**src/rtl/dma_ctrl_pkg.sv**
```systemverilog
// dma_ctrl_pkg
//   Shared definitions for the GN4124 DMA register front-end: register word
//   offsets, CTRL/STATUS bit positions, the sequencer state type and the
//   mapping from internal state to the code reported in STATUS[2:0].
package dma_ctrl_pkg;

    localparam logic [3:0] c_DMA_CTRL    = 4'd0;
    localparam logic [3:0] c_DMA_STATUS  = 4'd1;
    localparam logic [3:0] c_DMA_CSTART  = 4'd2;
    localparam logic [3:0] c_DMA_HSTARTL = 4'd3;
    localparam logic [3:0] c_DMA_HSTARTH = 4'd4;
    localparam logic [3:0] c_DMA_LEN     = 4'd5;
    localparam logic [3:0] c_DMA_NEXTL   = 4'd6;
    localparam logic [3:0] c_DMA_NEXTH   = 4'd7;
    localparam logic [3:0] c_DMA_ATTRIB  = 4'd8;

    localparam int unsigned c_CTRL_START_BIT = 0;
    localparam int unsigned c_CTRL_ABORT_BIT = 1;
    localparam int unsigned c_ATTRIB_DIR_BIT = 0;

    localparam logic [31:0] c_STATUS_CLR_MASK = 32'h0000_0004;

    typedef enum logic [2:0] {
        IDLE     = 3'd0,
        DONE     = 3'd1,
        BUSY     = 3'd2,
        ERROR    = 3'd3,
        ABORTED  = 3'd4,
        ABORTING = 3'd5
    } t_dma_state;

    // ABORTING is invisible to software: it reads as BUSY until the mover
    // acknowledges the abort.
    function automatic logic [2:0] status_code(input t_dma_state s);
        logic [2:0] code;
        code = (s == ABORTING) ? 3'd2 : 3'(s);
        return code;
    endfunction

endpackage

```
**src/rtl/dma_ctrl_fsm.sv**
```systemverilog
// dma_ctrl_fsm
//   Transfer sequencer: validates the programmed configuration on start,
//   issues the one-cycle command pulse, tracks done/error/abort/timeout and
//   owns the done/error interrupt flops.
//   Ports:
//     clk_i, rst_n_i          clock, async active-low reset
//     start_req/abort_req/clr_req  one-cycle requests decoded from the bus
//     cstart, len             carrier address and length to validate
//     xfer_done_i/xfer_error_i  completion pulses from the mover
//     state                   current sequencer state
//     xfer_start/xfer_abort   command outputs to the mover (registered)
//     irq_done/irq_error      level interrupts (registered)
module dma_ctrl_fsm
    import dma_ctrl_pkg::*;
#(
    parameter int unsigned g_TIMEOUT    = 2**20,
    parameter int unsigned g_ADDR_ALIGN = 4
) (
    input  logic        clk_i,
    input  logic        rst_n_i,
    input  logic        start_req,
    input  logic        abort_req,
    input  logic        clr_req,
    input  logic [31:0] cstart,
    input  logic [31:0] len,
    input  logic        xfer_done_i,
    input  logic        xfer_error_i,
    output t_dma_state  state,
    output logic        xfer_start,
    output logic        xfer_abort,
    output logic        irq_done,
    output logic        irq_error
);

    // Alignment is a power of two, so a mask test replaces the modulo.
    localparam logic [31:0] c_ALIGN_MASK = 32'(g_ADDR_ALIGN - 1);

    logic [31:0] tmo_cnt;
    logic        cfg_ok;

    assign cfg_ok = (len != '0) && ((len & c_ALIGN_MASK) == '0)
                 && ((cstart & c_ALIGN_MASK) == '0);

    always_ff @(posedge clk_i or negedge rst_n_i) begin
        if (!rst_n_i) begin
            state      <= IDLE;
            xfer_start <= 1'b0;
            xfer_abort <= 1'b0;
            irq_done   <= 1'b0;
            irq_error  <= 1'b0;
            tmo_cnt    <= '0;
        end else begin
            xfer_start <= 1'b0;
            // Clear first; any event below overrides it in the same cycle.
            if (clr_req) begin
                irq_done  <= 1'b0;
                irq_error <= 1'b0;
            end
            case (state)
                IDLE, DONE, ERROR, ABORTED: begin
                    xfer_abort <= 1'b0;
                    if (start_req) begin
                        if (!cfg_ok) begin
                            state     <= ERROR;
                            irq_error <= 1'b1;
                        end else begin
                            state      <= BUSY;
                            xfer_start <= 1'b1;
                            irq_done   <= 1'b0;
                            irq_error  <= 1'b0;
                            tmo_cnt    <= 32'(g_TIMEOUT);
                        end
                    end else if (clr_req) begin
                        state <= IDLE;
                    end
                end
                BUSY: begin
                    if (tmo_cnt != '0)
                        tmo_cnt <= tmo_cnt - 32'd1;
                    if (xfer_error_i) begin
                        state     <= ERROR;
                        irq_error <= 1'b1;
                    end else if (xfer_done_i) begin
                        state    <= DONE;
                        irq_done <= 1'b1;
                    end else if ((g_TIMEOUT != 0) && (tmo_cnt <= 32'd1)) begin
                        // Counter hits 0 on this edge; kick the mover once.
                        state      <= ERROR;
                        irq_error  <= 1'b1;
                        xfer_abort <= 1'b1;
                    end else if (abort_req) begin
                        state      <= ABORTING;
                        xfer_abort <= 1'b1;
                    end
                end
                ABORTING: begin
                    if (xfer_done_i || xfer_error_i) begin
                        state      <= ABORTED;
                        xfer_abort <= 1'b0;
                        irq_error  <= 1'b1;
                    end
                end
                default: state <= IDLE;
            endcase
        end
    end

endmodule

```
**src/rtl/dma_ctrl_regs.sv**
```systemverilog
// dma_ctrl_regs
//   Wishbone register front-end for the GN4124 DMA path (DMA_BASE 0x00C0).
//   Holds the transfer descriptor registers, decodes CTRL/STATUS writes into
//   requests for dma_ctrl_fsm and mirrors the registers onto xfer_*.
//   Ports:
//     clk_i, rst_n_i                 clock, async active-low reset
//     wb_*                           classic single-cycle Wishbone slave
//     xfer_*_o                       command/descriptor outputs to the mover
//     xfer_done_i, xfer_error_i      completion pulses from the mover
//     irq_done_o, irq_error_o        level interrupts into the VIC
module dma_ctrl_regs
    import dma_ctrl_pkg::*;
#(
    parameter int unsigned g_TIMEOUT    = 2**20,
    parameter int unsigned g_ADDR_ALIGN = 4
) (
    input  logic        clk_i,
    input  logic        rst_n_i,
    input  logic        wb_cyc_i,
    input  logic        wb_stb_i,
    input  logic        wb_we_i,
    input  logic [3:0]  wb_adr_i,
    input  logic [31:0] wb_dat_i,
    output logic [31:0] wb_dat_o,
    output logic        wb_ack_o,
    output logic        xfer_start_o,
    output logic        xfer_dir_o,
    output logic [31:0] xfer_carrier_addr_o,
    output logic [63:0] xfer_host_addr_o,
    output logic [31:0] xfer_len_o,
    output logic [63:0] xfer_next_o,
    output logic        xfer_abort_o,
    input  logic        xfer_done_i,
    input  logic        xfer_error_i,
    output logic        irq_done_o,
    output logic        irq_error_o
);

    logic [31:0] r_cstart, r_hstartl, r_hstarth, r_len, r_nextl, r_nexth, r_attrib;
    logic        start_req, abort_req, clr_req;
    logic        wb_req, wb_wr, cfg_locked;
    logic [31:0] rd_mux;
    t_dma_state  state;

    // ~ack keeps a held strobe from being accepted twice.
    assign wb_req     = wb_cyc_i & wb_stb_i & ~wb_ack_o;
    assign wb_wr      = wb_req & wb_we_i;
    assign cfg_locked = (state == BUSY) || (state == ABORTING);

    always_comb begin
        rd_mux = '0;
        case (wb_adr_i)
            c_DMA_STATUS:  rd_mux = {29'd0, status_code(state)};
            c_DMA_CSTART:  rd_mux = r_cstart;
            c_DMA_HSTARTL: rd_mux = r_hstartl;
            c_DMA_HSTARTH: rd_mux = r_hstarth;
            c_DMA_LEN:     rd_mux = r_len;
            c_DMA_NEXTL:   rd_mux = r_nextl;
            c_DMA_NEXTH:   rd_mux = r_nexth;
            c_DMA_ATTRIB:  rd_mux = r_attrib;
            default:       rd_mux = '0;
        endcase
    end

    always_ff @(posedge clk_i or negedge rst_n_i) begin
        if (!rst_n_i) begin
            wb_ack_o  <= 1'b0;
            wb_dat_o  <= '0;
            start_req <= 1'b0;
            abort_req <= 1'b0;
            clr_req   <= 1'b0;
            r_cstart  <= '0;
            r_hstartl <= '0;
            r_hstarth <= '0;
            r_len     <= '0;
            r_nextl   <= '0;
            r_nexth   <= '0;
            r_attrib  <= '0;
        end else begin
            wb_ack_o  <= wb_req;
            wb_dat_o  <= (wb_req && !wb_we_i) ? rd_mux : '0;
            start_req <= wb_wr && (wb_adr_i == c_DMA_CTRL) && wb_dat_i[c_CTRL_START_BIT];
            abort_req <= wb_wr && (wb_adr_i == c_DMA_CTRL) && wb_dat_i[c_CTRL_ABORT_BIT];
            clr_req   <= wb_wr && (wb_adr_i == c_DMA_STATUS)
                      && ((wb_dat_i & c_STATUS_CLR_MASK) != '0);
            if (wb_wr && !cfg_locked) begin
                case (wb_adr_i)
                    c_DMA_CSTART:  r_cstart  <= wb_dat_i;
                    c_DMA_HSTARTL: r_hstartl <= wb_dat_i;
                    c_DMA_HSTARTH: r_hstarth <= wb_dat_i;
                    c_DMA_LEN:     r_len     <= wb_dat_i;
                    c_DMA_NEXTL:   r_nextl   <= wb_dat_i;
                    c_DMA_NEXTH:   r_nexth   <= wb_dat_i;
                    c_DMA_ATTRIB:  r_attrib  <= wb_dat_i;
                    default: ;
                endcase
            end
        end
    end

    assign xfer_dir_o          = r_attrib[c_ATTRIB_DIR_BIT];
    assign xfer_carrier_addr_o = r_cstart;
    assign xfer_host_addr_o    = {r_hstarth, r_hstartl};
    assign xfer_len_o          = r_len;
    assign xfer_next_o         = {r_nexth, r_nextl};

    dma_ctrl_fsm #(
        .g_TIMEOUT    (g_TIMEOUT),
        .g_ADDR_ALIGN (g_ADDR_ALIGN)
    ) u_fsm (
        .clk_i        (clk_i),
        .rst_n_i      (rst_n_i),
        .start_req    (start_req),
        .abort_req    (abort_req),
        .clr_req      (clr_req),
        .cstart       (r_cstart),
        .len          (r_len),
        .xfer_done_i  (xfer_done_i),
        .xfer_error_i (xfer_error_i),
        .state        (state),
        .xfer_start   (xfer_start_o),
        .xfer_abort   (xfer_abort_o),
        .irq_done     (irq_done_o),
        .irq_error    (irq_error_o)
    );

endmodule

```
**config.mk**
```make
export PLATFORM = sky130hd
export DESIGN_NAME = dma_ctrl_regs
export DESIGN_NICKNAME = d
export VERILOG_FILES = /design/src/rtl/dma_ctrl_pkg.sv /design/src/rtl/dma_ctrl_fsm.sv /design/src/rtl/dma_ctrl_regs.sv
export SDC_FILE = /design/constraint.sdc
export NUM_CORES = 1
export LEC_CHECK = 0
export ABC_AREA = 0
export CAP_MARGIN = 20
export CORE_MARGIN = 2
export CORE_UTILIZATION = 50
export CTS_CLUSTER_DIAMETER = 100
export DETAILED_ROUTE_END_ITERATION = 10
export HOLD_SLACK_MARGIN = 0.02
export PLACE_DENSITY = 0.84
export SYNTH_ARGS = -nofsm -noshare
export SYNTH_HDL_FRONTEND = slang
export SYNTH_SLANG_ARGS = --single-unit
```
**constraint.sdc**
```tcl
create_clock -name clk_i -period 3.3 [get_ports clk_i]
set_input_delay 0.66 -clock clk_i [delete_from_list [all_inputs] [get_ports clk_i]]
set_output_delay 0.66 -clock clk_i [all_outputs]
set_load 0.03 [all_outputs]
```
* After elaboration in Yosys (flattened, before gate mapping) *
Cells that the tools add are included.

word-level totals
  flip-flop bits (word level) = 299
  input bits = 43
  output and inout port bits = 230
  logic and storage cells = 117

operators by class
  add/sub/neg operators = 1
  order comparisons = 1
  equal/unequal tests = 22
  muxes and demuxes = 39
  bitwise operators = 4
  reductions and logical operators = 32

operators with widths
  operator                                                          count
  case mux 32 bit (8 select lines)                                  1
  two-way mux 32 bit                                                4
  logical NOT 32 bit                                                2
  case mux 32 bit (2 select lines)                                  1
  nonzero test 32 bit                                               2
  less-or-equal comparator 32 x 1 -> 1 bit (second input constant)  1
  subtractor 32 x 1 -> 32 bit (second input constant)               1
  two-way mux 3 bit                                                 8
  two-way mux 1 bit                                                 21
  equality test 4 x 3 -> 1 bit (second input constant)              4
  AND reduction 2 bit                                               7
  logical AND 1 bit                                                 9
  case mux 3 bit (3 select lines)                                   1
  equality test 4 x 2 -> 1 bit (second input constant)              2
  equality test 3 x 2 -> 1 bit (second input constant)              2
  equality test 3 bit (second input constant)                       2
  inequality test 2 x 1 -> 1 bit (second input constant)            3
  inequality test 2 bit (second input constant)                     3
  case mux 1 bit (3 select lines)                                   2
  inequality test 5 x 4 -> 1 bit (second input constant)            1
  AND reduction 5 bit                                               1
  equality test 4 x 1 -> 1 bit (second input constant)              1
  equality test 4 bit (second input constant)                       1
  logical NOT 4 bit                                                 1
  14 further kinds                                                  18

* Logic depth before layout (Yosys ltp) *
Gate-level depths: netlist of run 1.

  word-level depth = 6
  depth in mapped cells = 9
  mapped depth without buffers = 7

* Cells and area by module *
From an unflattened synthesis of run 1, not the netlist that was laid out.

unflattened totals
  cell total of the unflattened synthesis = 987
  area total of the unflattened synthesis = 13644.3 µm²

modules (own cells, without submodules)
  module         instances  cells an instance  area an instance (µm²)
  dma_ctrl_regs  1          729                11268.3
  dma_ctrl_fsm   1          258                2376.0

* Worst setup path after synthesis of run 1 *
Ideal clock, no wire load.

  kind = reg-to-reg
  start point = reg u_fsm.tmo_cnt[5]
  end point = reg u_fsm.tmo_cnt[28]
  data arrival time = 2638 ps
  data required time = 3180 ps
  setup slack = 543 ps
  cell stages (with the launch flop) = 9
  path buffers = 2
  cells stage by stage = dfrtp_1 > or4_4 > or4b_4 > buf_6 > or2_0 > buf_6 > a2111oi_4 > a211oi_1 > a31o_1

between the ends
  longest elaborated chain between the ends = 3
  elaborated cells on any way between the ends = 6

ends and longest elaborated chain
  element                                                                  RTL line                                RTL
  start, declared                                                          dma_ctrl_fsm.sv:38                      logic [31:0] tmo_cnt;
  start signal, assigned                                                   dma_ctrl_fsm.sv:71                      tmo_cnt <= 32'(g_TIMEOUT);
  start signal, assigned                                                   dma_ctrl_fsm.sv:79                      tmo_cnt <= tmo_cnt - 32'd1;
  subtractor 32 x 1 -> 32 bit or nonzero test 32 bit (tied branches)       dma_ctrl_fsm.sv:79, dma_ctrl_fsm.sv:78
  two-way mux 32 bit or inequality test 2 x 1 -> 1 bit (tied branches)     --
  case mux 32 bit (2 select lines) or AND reduction 4 bit (tied branches)  --

Several ways; a longest one is shown, not always the timed one. The select of a mux whose other input is x is not followed.
A chain may end at the register's enable or synchronous reset.

* Worst setup path in the final report of run 1 *
Ends and elaborated chain as after synthesis.

==> out/summary.txt, run 1 <==
Clock Sinks = 299
min-delay src = u_fsm.tmo_cnt[11]
I/O pin cnt = 273
total grt overflow = 0
Max Clk Rate = 339.5 MHz
async set-reset flop share out of synthesis = 100.0%
critical path class = register to register
Post-CTS Setup Repair Bufs = 0
cell taking the most area after synthesis = dfrtp_1
Syn Std Cell Area = 12730 um^2
Peak VDD IR = 0.5136 mV
DR DRC count = 0
crit end category = register
hold crit path type = register to register
Post-Route Skew = 0.01187 ns
deepest clock path buffer count = 3
dpl hpwl = 24930 um
Total GRT Usage = 28.04%
Pins Over Slew Limit = 0
first-pass GRT wire length = 57940 um
num rows = 58
# H-tree levels = 1
Vias/cell = 6.162
initial drt markers = 908
fin crit period = 2.946 ns
clock root cell = clkbuf_16
die area = 26760 um^2
PD cells = 713.8 nW/um^2
Worst Path Max Fanout = 10
Nets = 1277
Leakage Power = 7.602 nW
#FFs+latches synth = 299
R2R cell count = 6
Synth top area share = 58.76%
Avg WL per Cell = 23.81 um
Synth Instances = 950
Least-Margin Pin Slew = 0.9005 ns
r2r setup slk = 0.35 ns
Critical Path Source Type = register
WP data arrival = 3.39 ns
Routed WL = 37710 um
RSZ-0062 raised after global routing = no
Yosys cell types = 54
vias in the first global route = 9941
Fin Setup TNS = 0 ns
sequential-to-total area share from yosys stat = 58.76%
Clock Pin Slew Worst Setup and Hold Paths = 0.06 ns
most common cell in the netlist = dfrtp_1
final setup violation count = 0
CTS buffer count = 31
share of layout cells above drive strength 1 = 27.85%
via count = 9760
1st-pass router iterations = 5
total power = 12.25 mW
DRT antenna net count = 0
TritonCTS clock tree = done
Hold EP = u_fsm.tmo_cnt[11]
Synth Flop Type = dfrtp_1
Core Region = 25110 um^2
worst path required time = 3.75 ns
hold_buf cts = 1
status = completed
max cap viols = 0
r2r endpoint = u_fsm.tmo_cnt[28]
post-route clock period utilization = 89.27%
Die Span X = 163.6 um
Die H = 163.6 um
initial antenna violation count = 2
main area contributors after synthesis = dfrtp_1 59%, mux2_2 20%, a22oi_1 3.5%, a222oi_1 2.4%, a31oi_1 1.8%
final hold violations = 0
Post-CTS Resized = 0
Buffers on Ports = 272
slew margin rel. = 39.12%
commonest cells in the netlist = 299 x dfrtp_1, 225 x mux2_2, 60 x a22oi_1
syn_nets = 996
Critical R2R Launch = u_fsm.tmo_cnt[5]
YS warnings = 0
Area Overhead vs Synth = 34.78%
DP Worst Slack = 0.3919 ns
RD Place Congestion = 0.8401
Min Hold Slack = 0.4907 ns
largest net degree at the start of global routing = 95
Starting Density = 50.71%
Avg Inst Size Synth = 13.40 um^2
worst skew pair latency = 0.56 ns
Post-synth EDFFs = 0
final worst slack = 0.3541 ns
hold depth = 1
registers in the layout (all words and copies together) (netlist names):
name / count
abort_req: 1
clr_req: 1
r_attrib: 32
r_hstarth: 32
r_hstartl: 32
r_nexth: 32
r_nextl: 32
start_req: 1
u_fsm.irq_done: 1
u_fsm.irq_error: 1
u_fsm.state: 3
u_fsm.tmo_cnt: 32
u_fsm.xfer_abort: 1
u_fsm.xfer_start: 1
wb_ack_o: 1
wb_dat_o: 32
xfer_carrier_addr_o: 32
xfer_len_o: 32
through the flow:
step	area [um^2]	std cells	utilization [%]
after floorplan	12730	950	-
after global placement	16050	1527	63.92
after detailed placement	16050	1527	63.92
after CTS	17160	1583	68.34
after global routing	17160	1584	68.35
final	17160	1584	68.35
where the power goes:
part / leakage (nW) / internal, mW / switching, mW
clock: 0.546 / 2.31 / 1.45
sequential: 4.05 / 4.32 / 0.628
combinational: 3.01 / 1.55 / 1.99
cells in the final DEF, fill, tap and decap left out, drive strengths merged, types with 4 or more instances in the layout:
cell	n
nand3	7
a21oi	15
o211ai	8
and2	4
a222oi	30
or2	9
nor4	14
or4	8
clkbuf	40
inv	11
a31oi	36
buf	37
a31o	4
o21ai	19
clkinv	7
nand2	25
bufinv	6
clkdlybuf4s50	271
o31ai	9
a22oi	60
mux2	225
o41ai	10
nor2	26
nand2b	7
nor3	9
dfrtp	299
o311ai	9
or3	9
worst max-delay path by stage:
stage	startpoint	end	slack, ns	cells after the start
after floorplan	u_fsm.tmo_cnt[5]	u_fsm.tmo_cnt[28]	0.54	8
after global placement	wb_adr_i[1]	wb_dat_o[1]	0.41	8
after detailed placement	u_fsm.tmo_cnt[5]	u_fsm.tmo_cnt[28]	0.39	6
after CTS	u_fsm.tmo_cnt[5]	u_fsm.tmo_cnt[28]	0.38	6
after global routing	u_fsm.tmo_cnt[5]	u_fsm.tmo_cnt[28]	0.22	6
final	u_fsm.tmo_cnt[5]	u_fsm.tmo_cnt[28]	0.35	6
layer usage:
| metal | up-vias | wire, um | GRT usage, % |
|---|---|---|---|
| li1 | 4238 | - | - |
| met1 | 4989 | 15310 | 37.72 |
| met2 | 429 | 17580 | 44.04 |
| met3 | 102 | 3202 | 6.552 |
| met4 | 2 | 1599 | 11.64 |
| met5 | - | 13 | 0 |
worst max-delay path, stage by stage (launching register included):
cell and delay, ns:
dfrtp_1 0.41, or4_4 0.58, or4b_4 0.60, or2_0 0.41
a2111oi_4 0.51, a211oi_1 0.13, a31o_1 0.21
kinds of logic after synthesis:
group	after synthesis	synth area share [%]
and+or+nand+nor	135	5.955
adders and majority gates	3	0.2948
muxes	227	20.06
DFF	299	58.76
buffers and inverters	71	2.211
AOI/OAI and AO/OA	213	12.59
xor gates and xnor gates	2	0.1376
area by class of cell:
| type | instances | area [um^2] |
|---|---|---|
| Antenna cell | 1 | 2.502 |
| Clock buffer | 40 | 869.6 |
| Clock inverter | 15 | 231.5 |
| Fill cell | 1760 | 7946 |
| Inverter | 10 | 37.54 |
| Multi-Input combinational cell | 580 | 5044 |
| Sequential cell | 299 | 7482 |
| Tap cell | 330 | 412.9 |
| Timing Repair Buffer | 309 | 3083 |
Note: power is estimated with default switching activity, not from simulation.
==> run 2: changes to the inputs <==
Settings changed: CORE_MARGIN 2 to not set, PLACE_DENSITY 0.84 to 0.89.
==> out/summary.txt, run 2 (same netlist as run 1, synthesis figures left out) <==
ant diodes = 0 (-1)
Critical Path Source Type = register
DP Worst Slack = 0.3666 ns (-0.02532 ns)
Post-CTS Resized = 0 (unchanged)
most common cell after layout, fill and taps aside = dfrtp_1
Post-CTS Setup Repair Bufs = 0 (unchanged)
finished layout cell area = 17190 um^2 (+0.17%)
initial antenna violation count = 0 (-2)
RSZ-0062 raised after global routing = no
Comb pwr share = 29.3% (+0.4 points)
P_sw = 4.139 mW (+1.8%)
CTS buffer count = 34 (+9.7%)
vias in the first global route = 10220 (+2.8%)
switch share = 33.80% (+0.60 points)
DP Area = 16100 um^2 (+0.30%)
DRT antenna net count = 0 (unchanged)
max cap viols = 0 (unchanged)
post-route clock period utilization = 90.80% (+1.5 points)
Total GRT Usage = 29.93% (+1.9 points)
Fin Setup TNS = 0 ns (unchanged)
Worst Path Max Fanout = 10 (unchanged)
largest net degree at the start of global routing = 90 (-5.3%)
fillcell total = 1754 (-0.34%)
Clock Pin Slew Worst Setup and Hold Paths = 0.06 ns (about the same)
DR DRC count = 0 (unchanged)
Clock Power Share = 30.2% (-0.5 points)
WP data arrival = 3.38 ns (about the same)
Vias/cell = 6.287 (+2.0%)
Post-Route Skew = 0.01723 ns (+0.005360 ns)
num rows = 58 (unchanged)
PD cells = 712.2 nW/um^2 (-0.22%)
Multi-input gate area = 5044 um^2 (unchanged)
dpl hpwl = 25440 um (+2.1%)
final worst slack = 0.3035 ns (-0.05062 ns)
Peak VDD IR = 0.5891 mV (+15%)
worst path required time = 3.68 ns (-0.07 ns)
final hold violations = 0 (unchanged)
Avg WL per Cell = 24.70 um (+3.8%)
Pins Over Slew Limit = 0 (unchanged)
Int Power = 8.107 mW (-0.95%)
Starting Density = 50.71% (unchanged)
deepest clock path buffer count = 3 (unchanged)
clock root cell = clkbuf_16
Die H = 161.6 um (-1.2%)
Reg area = 7482 um^2 (unchanged)
1st-pass router iterations = 5 (unchanged)
hold_buf cts = 0 (-1)
via count = 9983 (+2.3%)
final setup violation count = 0 (unchanged)
Leakage Power = 7.621 nW (+0.25%)
fin crit period = 2.997 ns (+0.05062 ns)
crit end category = register
Die Span X = 161.6 um (-1.2%)
status = completed
Buffers on Ports = 272 (unchanged)
Min Hold Slack = 0.1877 ns (-0.3030 ns)
Clock Sinks = 299 (unchanged)
Cells after DPL = 1530 (+0.20%)
RD Place Congestion = 0.9016 (+7.3%)
Core Region = 25110 um^2 (unchanged)
die area = 26110 um^2 (-2.4%)
Least-Margin Pin Slew = 0.7044 ns (-0.1961 ns)
hold crit path type = primary input to asynchronous set/reset pin
TritonCTS clock tree = done
register share of total power = 40.6% (+0.2 points)
I/O pin cnt = 273 (unchanged)
critical path class = register to register
first-pass GRT wire length = 59990 um (+3.5%)
Routed WL = 39230 um (+4.0%)
initial drt markers = 792 (-13%)
Max Clk Rate = 333.7 MHz (-1.7%)
worst skew pair latency = 0.50 ns (-0.06 ns)
final non-filler cell total = 1588 (+0.25%)
slew margin rel. = 53.04% (+14 points)
# H-tree levels = 2 (+1)
most frequent cells in the layout = 299 x dfrtp_1, 271 x clkdlybuf4s50_1, 225 x mux2_2
Nets = 1282 (+0.39%)
total grt overflow = 0 (unchanged)
share of layout cells above drive strength 1 = 27.82% (-0.031 points)
r2r setup slk = 0.30 ns (-0.05 ns)
Area Overhead vs Synth = 35.02%
run 2: final timing paths:
check / start / endpoint / cells after the start
setup / recovery: u_fsm.tmo_cnt[4] / u_fsm.tmo_cnt[26] / 6
hold / removal: rst_n_i / u_fsm.tmo_cnt[19] / 1
setup reg to reg: u_fsm.tmo_cnt[4] / u_fsm.tmo_cnt[26] / 6
hold reg to reg: u_fsm.tmo_cnt[11] / u_fsm.tmo_cnt[11] / 1
max in group asynchronous: rst_n_i / xfer_carrier_addr_o[15] / 2
min in group clk_i: u_fsm.tmo_cnt[11] / u_fsm.tmo_cnt[11] / 1
run 2: area by class of cell:
cell class,count,area share [%]
Clock buffer,50,5.764
Tap cell,330,2.402
Sequential cell,299,43.52
Inverter,10,0.2183
Multi-Input combinational cell,580,29.34
Timing Repair Buffer,311,18.15
Clock inverter,8,0.6113
run 2: power groups by stage:
stage	Sequential, mW	Combinational [mW]	Clock, mW
after global routing	5.04	3.78	3.88
final	4.97	3.58	3.69
after CTS	4.94	3.57	3.73
after global placement	4.93	3.44	0
after floorplan	5.62	1.32	0
after detailed placement	4.99	3.54	0
run 2: critical path: stages (launching register included):
cell and delay [ns]:
dfrtp_1 0.41, or4_4 0.57, or4b_4 0.60, or2_0 0.42, a2111oi_4 0.54, a211oi_1 0.14, a31o_1 0.21
run 2: per-stage QoR:
step / utilization, % / total power [mW]
6_report: 68.47 / 12.25
5_1_grt: 68.47 / 12.71
4_1_cts: 68.47 / 12.25
3_5_place_dp: 64.11 / 8.525
3_3_place_gp: 64.11 / 8.373
2_1_floorplan: - / 6.946
run 2: routing by layer:
metal,GRT usage (%),vias up,part of all wire (%)
met3,7.704,101,8.9
met5,0,-,0
li1,-,4234,-
met4,11.88,0,3.4
met2,49.12,509,49
met1,38.00,5139,39
